==> config.mk <==
export PLATFORM = sky130hd
export DESIGN_NAME = forward_scoreboard_flat
export DESIGN_NICKNAME = d
export VERILOG_FILES = /design/src/rtl/forward_scoreboard_pkg.sv /design/src/rtl/forward_scoreboard_if.sv /design/src/rtl/forward_scoreboard_lookup.sv /design/src/rtl/forward_scoreboard.sv /design/src/flat_wrapper.sv
export SDC_FILE = /design/constraint.sdc
export NUM_CORES = 1
export LEC_CHECK = 0
export BUFFER_PORTS_ARGS = -buffer_cell sky130_fd_sc_hd__clkbuf_2
export CAP_MARGIN = 5
export CELL_PAD_IN_SITES_DETAIL_PLACEMENT = 0
export CELL_PAD_IN_SITES_GLOBAL_PLACEMENT = 1
export CORE_ASPECT_RATIO = 2
export CORE_MARGIN = 2
export CORE_UTILIZATION = 45
export DETAILED_ROUTE_END_ITERATION = 16
export GPL_ROUTABILITY_DRIVEN = 0
export GPL_TIMING_DRIVEN = 0
export PLACE_DENSITY = 0.95
export SYNTH_ARGS = -nofsm -noshare
export SYNTH_HDL_FRONTEND = slang
export SYNTH_HIERARCHICAL = 1
export SYNTH_SLANG_ARGS = --single-unit
==> constraint.sdc <==
create_clock -name clk -period 4.67 [get_ports clk]
set_clock_uncertainty 0.15 [all_clocks]
set_input_delay 0.467 -clock clk [delete_from_list [all_inputs] [get_ports clk]]
set_output_delay 0.467 -clock clk [all_outputs]
set_load 0.01 [all_outputs]
==> src/rtl/forward_scoreboard_pkg.sv <==
// Shared defaults, unified register encodings and slot layout for the forwarding scoreboard.
package forward_scoreboard_pkg;

    localparam int DATA_W_DEF     = 16;
    localparam int REG_ADDR_W_DEF = 4;

    // One flat register namespace, so special registers need no separate forwarding path.
    typedef enum logic [REG_ADDR_W_DEF-1:0] {
        REG_R0 = 4'd0,
        REG_R1 = 4'd1,
        REG_R2 = 4'd2,
        REG_R3 = 4'd3,
        REG_R4 = 4'd4,
        REG_R5 = 4'd5,
        REG_R6 = 4'd6,
        REG_R7 = 4'd7,
        REG_SP = 4'd8,
        REG_T  = 4'd9,
        REG_IH = 4'd10
    } reg_e;

    localparam logic FORWARD_ENABLE  = 1'b1;
    localparam logic FORWARD_DISABLE = 1'b0;

    // Field order of one in-flight slot at the default widths.
    typedef struct packed {
        logic                      valid;
        logic [REG_ADDR_W_DEF-1:0] addr;
        logic                      ready;
        logic [DATA_W_DEF-1:0]     data;
    } slot_t;

    localparam int SLOT_W = $bits(slot_t);

endpackage

==> src/rtl/forward_scoreboard_if.sv <==
// Decode/pipeline side bundle of the forwarding scoreboard.
interface forward_scoreboard_if #(
    parameter int DATA_W     = 16,
    parameter int REG_ADDR_W = 4,
    parameter int DEPTH      = 3,
    parameter int NUM_RD     = 2
) ();
    logic                         pipe_advance;
    logic                         flush;
    logic                         issue_valid;
    logic                         issue_wr_en;
    logic [REG_ADDR_W-1:0]        issue_wr_addr;
    logic [DEPTH-1:0]             stage_res_valid;
    logic [DEPTH*DATA_W-1:0]      stage_res_data;
    logic [NUM_RD-1:0]            rd_en;
    logic [NUM_RD*REG_ADDR_W-1:0] rd_addr;
    logic [NUM_RD*DATA_W-1:0]     fwd_data;
    logic [NUM_RD-1:0]            fwd_en;
    logic                         stall_out;
    logic [15:0]                  stall_cnt;

    modport master (
        output pipe_advance, flush, issue_valid, issue_wr_en, issue_wr_addr,
               stage_res_valid, stage_res_data, rd_en, rd_addr,
        input  fwd_data, fwd_en, stall_out, stall_cnt
    );

    modport slave (
        input  pipe_advance, flush, issue_valid, issue_wr_en, issue_wr_addr,
               stage_res_valid, stage_res_data, rd_en, rd_addr,
        output fwd_data, fwd_en, stall_out, stall_cnt
    );
endinterface

==> src/rtl/forward_scoreboard_lookup.sv <==
// Youngest-match search over the in-flight slots for one decode read port.
module forward_lookup
    import forward_scoreboard_pkg::*;
#(
    parameter int DATA_W     = 16,
    parameter int REG_ADDR_W = 4,
    parameter int DEPTH      = 3
) (
    input  logic [DEPTH-1:0]                 slot_valid_i,
    input  logic [DEPTH-1:0]                 slot_ready_i,
    input  logic [DEPTH-1:0][REG_ADDR_W-1:0] slot_addr_i,
    input  logic [DEPTH-1:0][DATA_W-1:0]     slot_data_i,
    input  logic [DEPTH-1:0]                 res_valid_i,
    input  logic [DEPTH-1:0][DATA_W-1:0]     res_data_i,
    input  logic                             rd_en_i,
    input  logic [REG_ADDR_W-1:0]            rd_addr_i,
    output logic                             fwd_en_o,
    output logic [DATA_W-1:0]                fwd_data_o,
    output logic                             hazard_o
);
    // Scan oldest to youngest so the youngest match overwrites older ones.
    always_comb begin
        fwd_en_o   = FORWARD_DISABLE;
        fwd_data_o = '0;
        hazard_o   = 1'b0;
        if (rd_en_i) begin
            for (int s = DEPTH - 1; s >= 0; s--) begin
                if (slot_valid_i[s] && (slot_addr_i[s] == rd_addr_i)) begin
                    if (slot_ready_i[s]) begin
                        fwd_en_o   = FORWARD_ENABLE;
                        fwd_data_o = slot_data_i[s];
                        hazard_o   = 1'b0;
                    end else if (res_valid_i[s]) begin
                        fwd_en_o   = FORWARD_ENABLE;
                        fwd_data_o = res_data_i[s];
                        hazard_o   = 1'b0;
                    end else begin
                        fwd_en_o   = FORWARD_DISABLE;
                        fwd_data_o = '0;
                        hazard_o   = 1'b1;
                    end
                end
            end
        end
    end
endmodule

==> src/rtl/forward_scoreboard.sv <==
// Shift-register scoreboard of in-flight register writes with operand forwarding and stall.
module forward_scoreboard
    import forward_scoreboard_pkg::*;
#(
    parameter int DATA_W     = DATA_W_DEF,
    parameter int REG_ADDR_W = REG_ADDR_W_DEF,
    parameter int DEPTH      = 3,
    parameter int NUM_RD     = 2
) (
    input  logic                 clk,
    input  logic                 rst,
    forward_scoreboard_if.slave  bus
);
    logic [DEPTH-1:0]                 valid_q, valid_d;
    logic [DEPTH-1:0]                 ready_q, ready_d;
    logic [DEPTH-1:0][REG_ADDR_W-1:0] addr_q,  addr_d;
    logic [DEPTH-1:0][DATA_W-1:0]     data_q,  data_d;
    logic [15:0]                      stall_cnt_q, stall_cnt_d;

    logic [DEPTH-1:0][DATA_W-1:0]      res_data;
    logic [NUM_RD-1:0][REG_ADDR_W-1:0] rd_addr;
    logic [NUM_RD-1:0][DATA_W-1:0]     fwd_data;
    logic [NUM_RD-1:0]                 fwd_en;
    logic [NUM_RD-1:0]                 hazard;
    logic [DEPTH-1:0]                  cap_ready;
    logic [DEPTH-1:0][DATA_W-1:0]      cap_data;
    logic                              stall;
    logic                              issue_ok;

    assign res_data = bus.stage_res_data;
    assign rd_addr  = bus.rd_addr;

    for (genvar p = 0; p < NUM_RD; p++) begin : g_port
        forward_lookup #(
            .DATA_W     (DATA_W),
            .REG_ADDR_W (REG_ADDR_W),
            .DEPTH      (DEPTH)
        ) u_lookup (
            .slot_valid_i (valid_q),
            .slot_ready_i (ready_q),
            .slot_addr_i  (addr_q),
            .slot_data_i  (data_q),
            .res_valid_i  (bus.stage_res_valid),
            .res_data_i   (res_data),
            .rd_en_i      (bus.rd_en[p]),
            .rd_addr_i    (rd_addr[p]),
            .fwd_en_o     (fwd_en[p]),
            .fwd_data_o   (fwd_data[p]),
            .hazard_o     (hazard[p])
        );
    end

    assign stall         = bus.issue_valid && (|hazard);
    assign issue_ok      = bus.issue_valid && bus.issue_wr_en && !stall && !bus.flush;
    assign bus.fwd_data  = fwd_data;
    assign bus.fwd_en    = fwd_en;
    assign bus.stall_out = stall;
    assign bus.stall_cnt = stall_cnt_q;

    // Each slot's view after this cycle's result capture, before any shift.
    always_comb begin
        cap_ready = ready_q;
        cap_data  = data_q;
        for (int s = 0; s < DEPTH; s++) begin
            if (valid_q[s] && !ready_q[s] && bus.stage_res_valid[s]) begin
                cap_ready[s] = 1'b1;
                cap_data[s]  = res_data[s];
            end
        end
    end

    always_comb begin
        valid_d     = valid_q;
        ready_d     = cap_ready;
        addr_d      = addr_q;
        data_d      = cap_data;
        stall_cnt_d = stall_cnt_q;
        if (bus.pipe_advance) begin
            for (int i = 1; i < DEPTH; i++) begin
                valid_d[i] = valid_q[i-1];
                ready_d[i] = cap_ready[i-1];
                addr_d[i]  = addr_q[i-1];
                data_d[i]  = cap_data[i-1];
            end
            valid_d[0] = issue_ok;
            ready_d[0] = 1'b0;
            addr_d[0]  = issue_ok ? bus.issue_wr_addr : '0;
            data_d[0]  = '0;
            if (stall && (stall_cnt_q != 16'hFFFF))
                stall_cnt_d = stall_cnt_q + 16'd1;
        end else if (bus.flush) begin
            valid_d[0] = 1'b0;
            ready_d[0] = 1'b0;
            addr_d[0]  = '0;
            data_d[0]  = '0;
        end
    end

    always_ff @(posedge clk) begin
        if (!rst) begin
            valid_q     <= '0;
            ready_q     <= '0;
            addr_q      <= '0;
            data_q      <= '0;
            stall_cnt_q <= '0;
        end else begin
            valid_q     <= valid_d;
            ready_q     <= ready_d;
            addr_q      <= addr_d;
            data_q      <= data_d;
            stall_cnt_q <= stall_cnt_d;
        end
    end
endmodule

==> src/flat_wrapper.sv <==
// flat-port wrapper written by rule: the top's interface ports become plain ports
module forward_scoreboard_flat import forward_scoreboard_pkg::*;
#(
    parameter int DATA_W     = DATA_W_DEF,
    parameter int REG_ADDR_W = REG_ADDR_W_DEF,
    parameter int DEPTH      = 3,
    parameter int NUM_RD     = 2
)
  (clk, rst, bus_pipe_advance, bus_flush, bus_issue_valid, bus_issue_wr_en, bus_issue_wr_addr, bus_stage_res_valid, bus_stage_res_data, bus_rd_en, bus_rd_addr, bus_fwd_data, bus_fwd_en, bus_stall_out, bus_stall_cnt);
  forward_scoreboard_if #(.DATA_W(DATA_W), .REG_ADDR_W(REG_ADDR_W), .DEPTH(DEPTH), .NUM_RD(NUM_RD)) bus_i ();
  input  logic clk;
  input  logic rst;
  input wire logic [$bits(bus_i.pipe_advance)-1:0] bus_pipe_advance;
  input wire logic [$bits(bus_i.flush)-1:0] bus_flush;
  input wire logic [$bits(bus_i.issue_valid)-1:0] bus_issue_valid;
  input wire logic [$bits(bus_i.issue_wr_en)-1:0] bus_issue_wr_en;
  input wire logic [$bits(bus_i.issue_wr_addr)-1:0] bus_issue_wr_addr;
  input wire logic [$bits(bus_i.stage_res_valid)-1:0] bus_stage_res_valid;
  input wire logic [$bits(bus_i.stage_res_data)-1:0] bus_stage_res_data;
  input wire logic [$bits(bus_i.rd_en)-1:0] bus_rd_en;
  input wire logic [$bits(bus_i.rd_addr)-1:0] bus_rd_addr;
  output wire logic [$bits(bus_i.fwd_data)-1:0] bus_fwd_data;
  output wire logic [$bits(bus_i.fwd_en)-1:0] bus_fwd_en;
  output wire logic [$bits(bus_i.stall_out)-1:0] bus_stall_out;
  output wire logic [$bits(bus_i.stall_cnt)-1:0] bus_stall_cnt;
  assign bus_i.pipe_advance = bus_pipe_advance;
  assign bus_i.flush = bus_flush;
  assign bus_i.issue_valid = bus_issue_valid;
  assign bus_i.issue_wr_en = bus_issue_wr_en;
  assign bus_i.issue_wr_addr = bus_issue_wr_addr;
  assign bus_i.stage_res_valid = bus_stage_res_valid;
  assign bus_i.stage_res_data = bus_stage_res_data;
  assign bus_i.rd_en = bus_rd_en;
  assign bus_i.rd_addr = bus_rd_addr;
  assign bus_fwd_data = bus_i.fwd_data;
  assign bus_fwd_en = bus_i.fwd_en;
  assign bus_stall_out = bus_i.stall_out;
  assign bus_stall_cnt = bus_i.stall_cnt;
  forward_scoreboard #(.DATA_W(DATA_W), .REG_ADDR_W(REG_ADDR_W), .DEPTH(DEPTH), .NUM_RD(NUM_RD)) u_core (.clk(clk), .rst(rst), .bus(bus_i));
endmodule
==> results of run 1 <==
==> cells by family after synthesis <==
kind of cell             after synthesis
flip-flops                            82
AND/OR/NAND/NOR                      197
XOR/XNOR                              18
buffers and inverters                 61
adder cells (fa/ha/maj)                1
multiplexers                          62
AO/OA/AOI/OAI                        210
==> sequential cells by signal, indices dropped and copies added, names as in the netlist <==
register / flops
u_core/addr_q: 12
u_core/data_q: 48
u_core/bus.stall_cnt: 16
u_core/valid_q: 3
u_core/ready_q: 3
==> power by group <==
group | internal, mW | total, mW | switching, mW | leakage (nW)
sequential | 0.710 | 0.721 | 0.0106 | 0.664
clock | 0.366 | 0.681 | 0.314 | 0.130
combinational | 0.0868 | 0.227 | 0.140 | 2.13
==> worst max-delay path: cells and delay by family, from the launching register on <==
kind,cells,cell delay (ns)
buffers and inverters,1,0.41
AO/OA/AOI/OAI,3,0.64
AND/OR/NAND/NOR,5,1.38
flip-flops,1,0.44
XOR/XNOR,1,0.22
==> routing by layer <==
| layer | vias up | GRT usage [%] | routed length, µm |
|---|---|---|---|
| met4 | 0 | 9.31 | 472 |
| met2 | 350 | 43.1 | 8660 |
| li1 | 2735 | - | - |
| met3 | 37 | 5.22 | 1740 |
| met1 | 2810 | 39.1 | 8070 |
| met5 | - | 0 | 0 |
==> area by class of cell <==
| class | count | area [µm²] |
|---|---|---|
| well taps | 150 | 188 |
| inverters | 10 | 37.5 |
| plain buffers | 51 | 278 |
| repair buffers | 121 | 606 |
| clock inverters | 6 | 50.0 |
| flip-flops and latches | 82 | 1640 |
| fillers | 1188 | 5670 |
| clock buffers | 10 | 229 |
| multi-input cells | 488 | 3710 |
==> stage by stage <==
step                      hold slack [ns]  instance area, µm²  std cells  utilization (%)
final                               0.187                6740        918             54.3
after global routing                0.190                6740        918             54.3
after CTS                           0.184                6740        918             54.3
after detailed placement            0.348                6460        902             52.1
after global placement              0.321                6460        902             52.1
after floorplan                     0.322                5670        631                -
==> cells in the final DEF (no fill, tap or decap), types with 3 or more instances in the layout <==
cell type	n
a221oi_1	47
clkbuf_1	24
mux2i_1	58
nand2_1	28
nand2b_1	6
buf_4	4
nand3_1	9
nor3_2	14
a21oi_1	26
a221oi_2	20
o2111a_1	4
a22o_1	78
inv_1	5
inv_2	3
and3_1	3
or3_1	5
xnor2_1	12
clkbuf_2	121
nor2b_1	8
o31ai_1	5
and2_1	15
or4_1	5
buf_2	19
nor2_1	59
xor2_1	6
nand4_2	3
nor3_1	25
clkbuf_16	9
a211oi_1	5
o21ai_0	13
dfxtp_1	82
==> worst max path at each step <==
stage,cells past startpoint,slack (ns),end,startpoint
after floorplan,11,1.90,u_core/bus.stall_cnt[11]$_SDFFE_PN0P_,bus_rd_addr[6]
after global placement,11,1.29,u_core/bus.stall_cnt[9]$_SDFFE_PN0P_,bus_rd_addr[6]
after detailed placement,11,1.26,u_core/bus.stall_cnt[9]$_SDFFE_PN0P_,bus_rd_addr[4]
after CTS,10,1.42,u_core/bus.stall_cnt[9]$_SDFFE_PN0P_,u_core/addr_q[0]$_SDFFE_PN0P_
after global routing,10,1.12,u_core/bus.stall_cnt[9]$_SDFFE_PN0P_,u_core/addr_q[2]$_SDFFE_PN0P_
final,10,1.33,u_core/bus.stall_cnt[9]$_SDFFE_PN0P_,u_core/addr_q[0]$_SDFFE_PN0P_
==> metrics.yaml, run 1 <==
drive_gt1_share_pct: 28.0
power_mw: 1.63
grt_pass1_wl_mm: 30.5
status: "completed"
async_reset_ff_share_pct: 0
yosysSeqAreaShare_pct: 29.0
coreArea_um2: 12400
viasPerCell: 6.46
hold_buffers: 0
hold_path_depth: 2
r2r_cells: 10
die_height_um: 163
initialDrtViolationCount: 603
fin_setup_tns_ns: 0
synth_commonest_cells: "82 x dfxtp_1, 78 x a22o_1, 59 x nor2_1, 58 x mux2i_1, 47 x a221oi_1"
drv_cap: 0
ys_ff_latch: 82
yosys_most_used_dff: "dfxtp_1"
yosysMostFrequentCell: "dfxtp_1"
synth_top_area_share_pct: 29.0
yosysWarningCount: 6
cts_buffer_depth: 2
vdd_ir_drop_max_uv: 203
avgSynthCellArea_um2: 8.98
n_antenna_cell: 0
synth_top_family_by_area: "compound AO/OA/AOI/OAI gates"
crit_fanout: 10
min_from: "bus_issue_wr_addr[2]"
post-route-min-period_ns: 3.34
slew_headroom_pct: 59.2
die_w_um: 83.4
pin_count: 122
synth_fa_ha_area_share_pct: 0.221
groute.usage.overall_pct: 27.9
dp_hpwl_mm: 14.7
grt_max_degree: 16
cts_setup_buffers: 0
end_kind: "flip-flop"
syn_inst: 631
ys_top_cells_by_area: "dfxtp_1 29%, a22o_1 12%, mux2i_1 10%, a221oi_1 7.3%, a221oi_2 5.3%"
critPathKind: "flip-flop to flip-flop"
synth_compound_area_share_pct: 32.2
period_share_pct: 71.5
regToRegStartpoint: "u_core/addr_q[0]$_SDFFE_PN0P_"
vias: 5932
synth_top_cell_by_area: "dfxtp_1"
dr.pass1.iters: 8
cts_buffers: 9
worstPathArrival_ns: 3.46
synth-simple-area-share_pct: 19.3
rsz0062_at_grt: "no"
r2r_end: "u_core/bus.stall_cnt[9]$_SDFFE_PN0P_"
critPathMaxStageDelay_ns: 0.52
dieArea_um2: 13600
wl_per_cell_um: 20.6
crit_slowest_cell: "or4_1"
drc: 0
clock-sinks: 82
setup_viol: 0
worstSetupStartpointType: "flip-flop"
worstMarginPinSlew_ns: 0.612
grt_pass1_vias: 5534
required_ns: 4.79
cts_tree: "built"
cts_resized: 0
root_buffer: "clkbuf_16"
max_freq_mhz: 300
final-hold-violation-count: 0
routed_wl_mm: 18.9
worstHoldEndpoint: "u_core/addr_q[2]$_SDFFE_PN0P_"
powerDensity_nw_per_um2: 242
p_leak_nw: 2.92
overflow: 0
rows: 58
antenna_found_initial: 0
hold_class: "input port to flip-flop"
synthMuxAreaShare_pct: 11.0
synth_edf_count: 0
drv_slew: 0
path_cells: "xor2_1 -> nor3_2 -> nand3_1 -> clkbuf_1 -> o21ai_0 -> nor2_1 -> o211a_4 -> nand4_2 -> or4_1 -> a21oi_1"
path_clk_slew_ns: 0.07
synth_cell_types: 57
synth-xor-area-share_pct: 2.78
layout.nets: 835
start_util_pct: 45.7
syn_nets: 703
synthesis.area_um2: 5670
port_buffers: 121
insertion_delay_ns: 0.35
reg2reg_slack_ns: 1.33
ant_nets: 0
area_growth_pct: 18.9
place_ws_ns: 1.26
htreeDepth: 3
setup_slack_ns: 1.33
No activity file was read; power rests on OpenSTA's default activity.
==> run 2, diff against run 1 <==
CORE_UTILIZATION = 38   (was 45)
PLACE_DENSITY = 0.88   (was 0.95)
clock period = 2.9 ns   (was 4.67 ns; I/O delays follow)
==> run 2 against run 1 <==
Against the previous run:
- the flow now finishes with violations (setup timing)
- sequential power is 61% higher
- hold slack got worse by 0.17 ns
- register-to-register slack worse by 1.3 ns
- clock power grew 92%
==> metrics.yaml, run 2 (synthesis gave the netlist of run 1 again) <==
n_antenna_cell: 0  # unchanged
powerDensity_nw_per_um2: 393  # +63%
cts_buffers: 9  # unchanged
dp_hpwl_mm: 16.7  # +14%
final-hold-violation-count: 0  # unchanged
area_growth_pct: 28.1
htreeDepth: 3  # unchanged
place_ws_ns: -0.451  # -1.71 ns
finish.utilization_pct: 49.3  # -5.1 points
initialDrtViolationCount: 353  # -41%
setup_viol: 3  # +3
r2r_end: "u_core/bus.stall_cnt[11]$_SDFFE_PN0P_"
dp_cells: 947  # +5.0%
crit_end: "u_core/bus.stall_cnt[11]$_SDFFE_PN0P_"
cts_tree: "built"
antenna_found_initial: 0  # unchanged
viasPerCell: 6.19  # -4.3%
insertion_delay_ns: 0.35  # about the same
die_w_um: 90.4  # +8.4%
max_freq_mhz: 343  # +15%
coreArea_um2: 14700  # +19%
r2r_cells: 11  # +1
period_share_pct: 100  # +29 points
hold_buffers: 0  # unchanged
worstSetupStartpointType: "flip-flop"
layout_common_cells: "123 x clkbuf_2, 78 x a22o_1, 76 x dfxtp_1"
slew_headroom_pct: 56.5  # -2.7 points
path_cells: "inv_1 -> a222oi_1 -> o2111a_1 -> buf_6 -> buf_12 -> a221oi_2 -> nor2_2 -> o211a_4 -> nand4_4 -> or4_4 -> a21oi_2"
routed_wl_mm: 22.0  # +16%
p_leak_nw: 3.16  # +8.2%
die_height_um: 177  # +8.6%
violations: "setup timing"
critPathKind: "flip-flop to flip-flop"
dr.pass1.iters: 7  # -1
drv_cap: 0  # unchanged
overflow: 0  # unchanged
cts_buffer_depth: 2  # unchanged
rsz0062_at_grt: "yes"
stdcell_count: 988  # +7.6%
dieArea_um2: 16000  # +18%
drc: 0  # unchanged
ant_nets: 0  # unchanged
regToRegStartpoint: "u_core/addr_q[8]$_SDFFE_PN0P_"
required_ns: 3.03  # -1.76 ns
groute.usage.overall_pct: 26.7  # -1.2 points
status: "finished, violations left"
largest_reg_flops: 48  # unchanged
rows: 63  # +8.6%
layout.nets: 860  # +3.0%
grt_pass1_wl_mm: 32.9  # +7.8%
setup_slack_ns: -0.0129  # -1.34 ns
port_buffers: 121  # unchanged
drv_slew: 0  # unchanged
crit_slowest_cell: "or4_4"
whs_ns: 0.0156  # -0.172 ns
start_util_pct: 38.5  # -7.2 points
vdd_ir_drop_max_uv: 369  # +82%
pin_count: 122  # unchanged
crit_path_start: "u_core/addr_q[8]$_SDFFE_PN0P_"
crit_fanout: 8  # -2
post-route-min-period_ns: 2.91  # -0.426 ns
path_clk_slew_ns: 0.06  # about the same
wl_per_cell_um: 22.3  # +8.0%
critPathMaxStageDelay_ns: 0.55  # +0.03 ns
hold_class: "input port to flip-flop"
end_kind: "flip-flop"
worstPathArrival_ns: 3.04  # -0.42 ns
grt_max_degree: 14  # -2
clock-sinks: 82  # unchanged
layout_commonest_cell: "clkbuf_2"
regMostFlops: "u_core/data_q"
worstMarginPinSlew_ns: 0.652  # +0.0399 ns
grt_pass1_vias: 6054  # +9.4%
drive_gt1_share_pct: 34.4  # +6.4 points
root_buffer: "clkbuf_16"
reg2reg_slack_ns: -0.01  # -1.34 ns
vias: 6111  # +3.0%
==> run 2: worst min path at each step <==
stage	depth (start not counted)	startpoint	endpoint	slack, ns
finish	2	bus_issue_wr_addr[3]	u_core/addr_q[3]$_SDFFE_PN0P_	0.02
global placement	2	u_core/bus.stall_cnt[1]$_SDFFE_PN0P_	u_core/bus.stall_cnt[1]$_SDFFE_PN0P_	0.33
floorplan	1	bus_issue_wr_addr[0]	u_core/addr_q[0]$_SDFFE_PN0P_	0.27
CTS	2	bus_issue_wr_addr[2]	u_core/addr_q[2]$_SDFFE_PN0P_	0.01
detailed placement	1	u_core/data_q[46]$_SDFFE_PN0P_	u_core/data_q[46]$_SDFFE_PN0P_	0.35
global route	2	bus_issue_wr_addr[2]	u_core/addr_q[2]$_SDFFE_PN0P_	0.02
==> run 2: cell type report <==
cell class / instances / area, µm²
fill: 1501 / 7480
multi-input combinational: 488 / 3880
sequential: 82 / 1650
timing repair buffer: 146 / 797
buffer: 51 / 313
tap: 195 / 244
clock buffer: 11 / 233
clock inverter: 5 / 103
inverter: 10 / 37.5
==> run 2: critical path: cells and delay by family (launching register included) <==
kind,cells,cell delay [ns]
compound gates,5,1.04
buf+inv,3,0.30
simple gates,3,0.97
flops,1,0.37
==> run 2: repair_timing <==
item	in CTS	in global routing
setup endpoints to repair	17	24
pin swaps	4	18
resized for setup	22	36
buffers inserted	2	23
hold endpoints to repair	0	0
==> run 2: per-stage QoR <==
step                TNS [ns]  cell area [µm²]  total power [mW]
global placement       -4.05             6520              1.55
CTS                        0             6950              2.86
global route          -0.635             7260              2.95
floorplan                  0             5670              1.39
detailed placement     -4.17             6520              1.55
finish               -0.0270             7260              2.86
==> run 2: metal layers <==
layer | share of wire, % | up-vias | global-route usage, %
met4 | 9.7 | 0 | 23.2
met2 | 53 | 303 | 49.3
met1 | 32 | 2921 | 25.6
li1 | - | 2783 | -
met5 | 0 | - | 0
met3 | 5.4 | 104 | 3.75
==> run 2: where the power goes <==
group | internal [mW] | total, mW | switching, mW
Combinational | 0.143 | 0.381 | 0.237
Sequential | 1.14 | 1.16 | 0.0169
Clock | 0.841 | 1.31 | 0.473
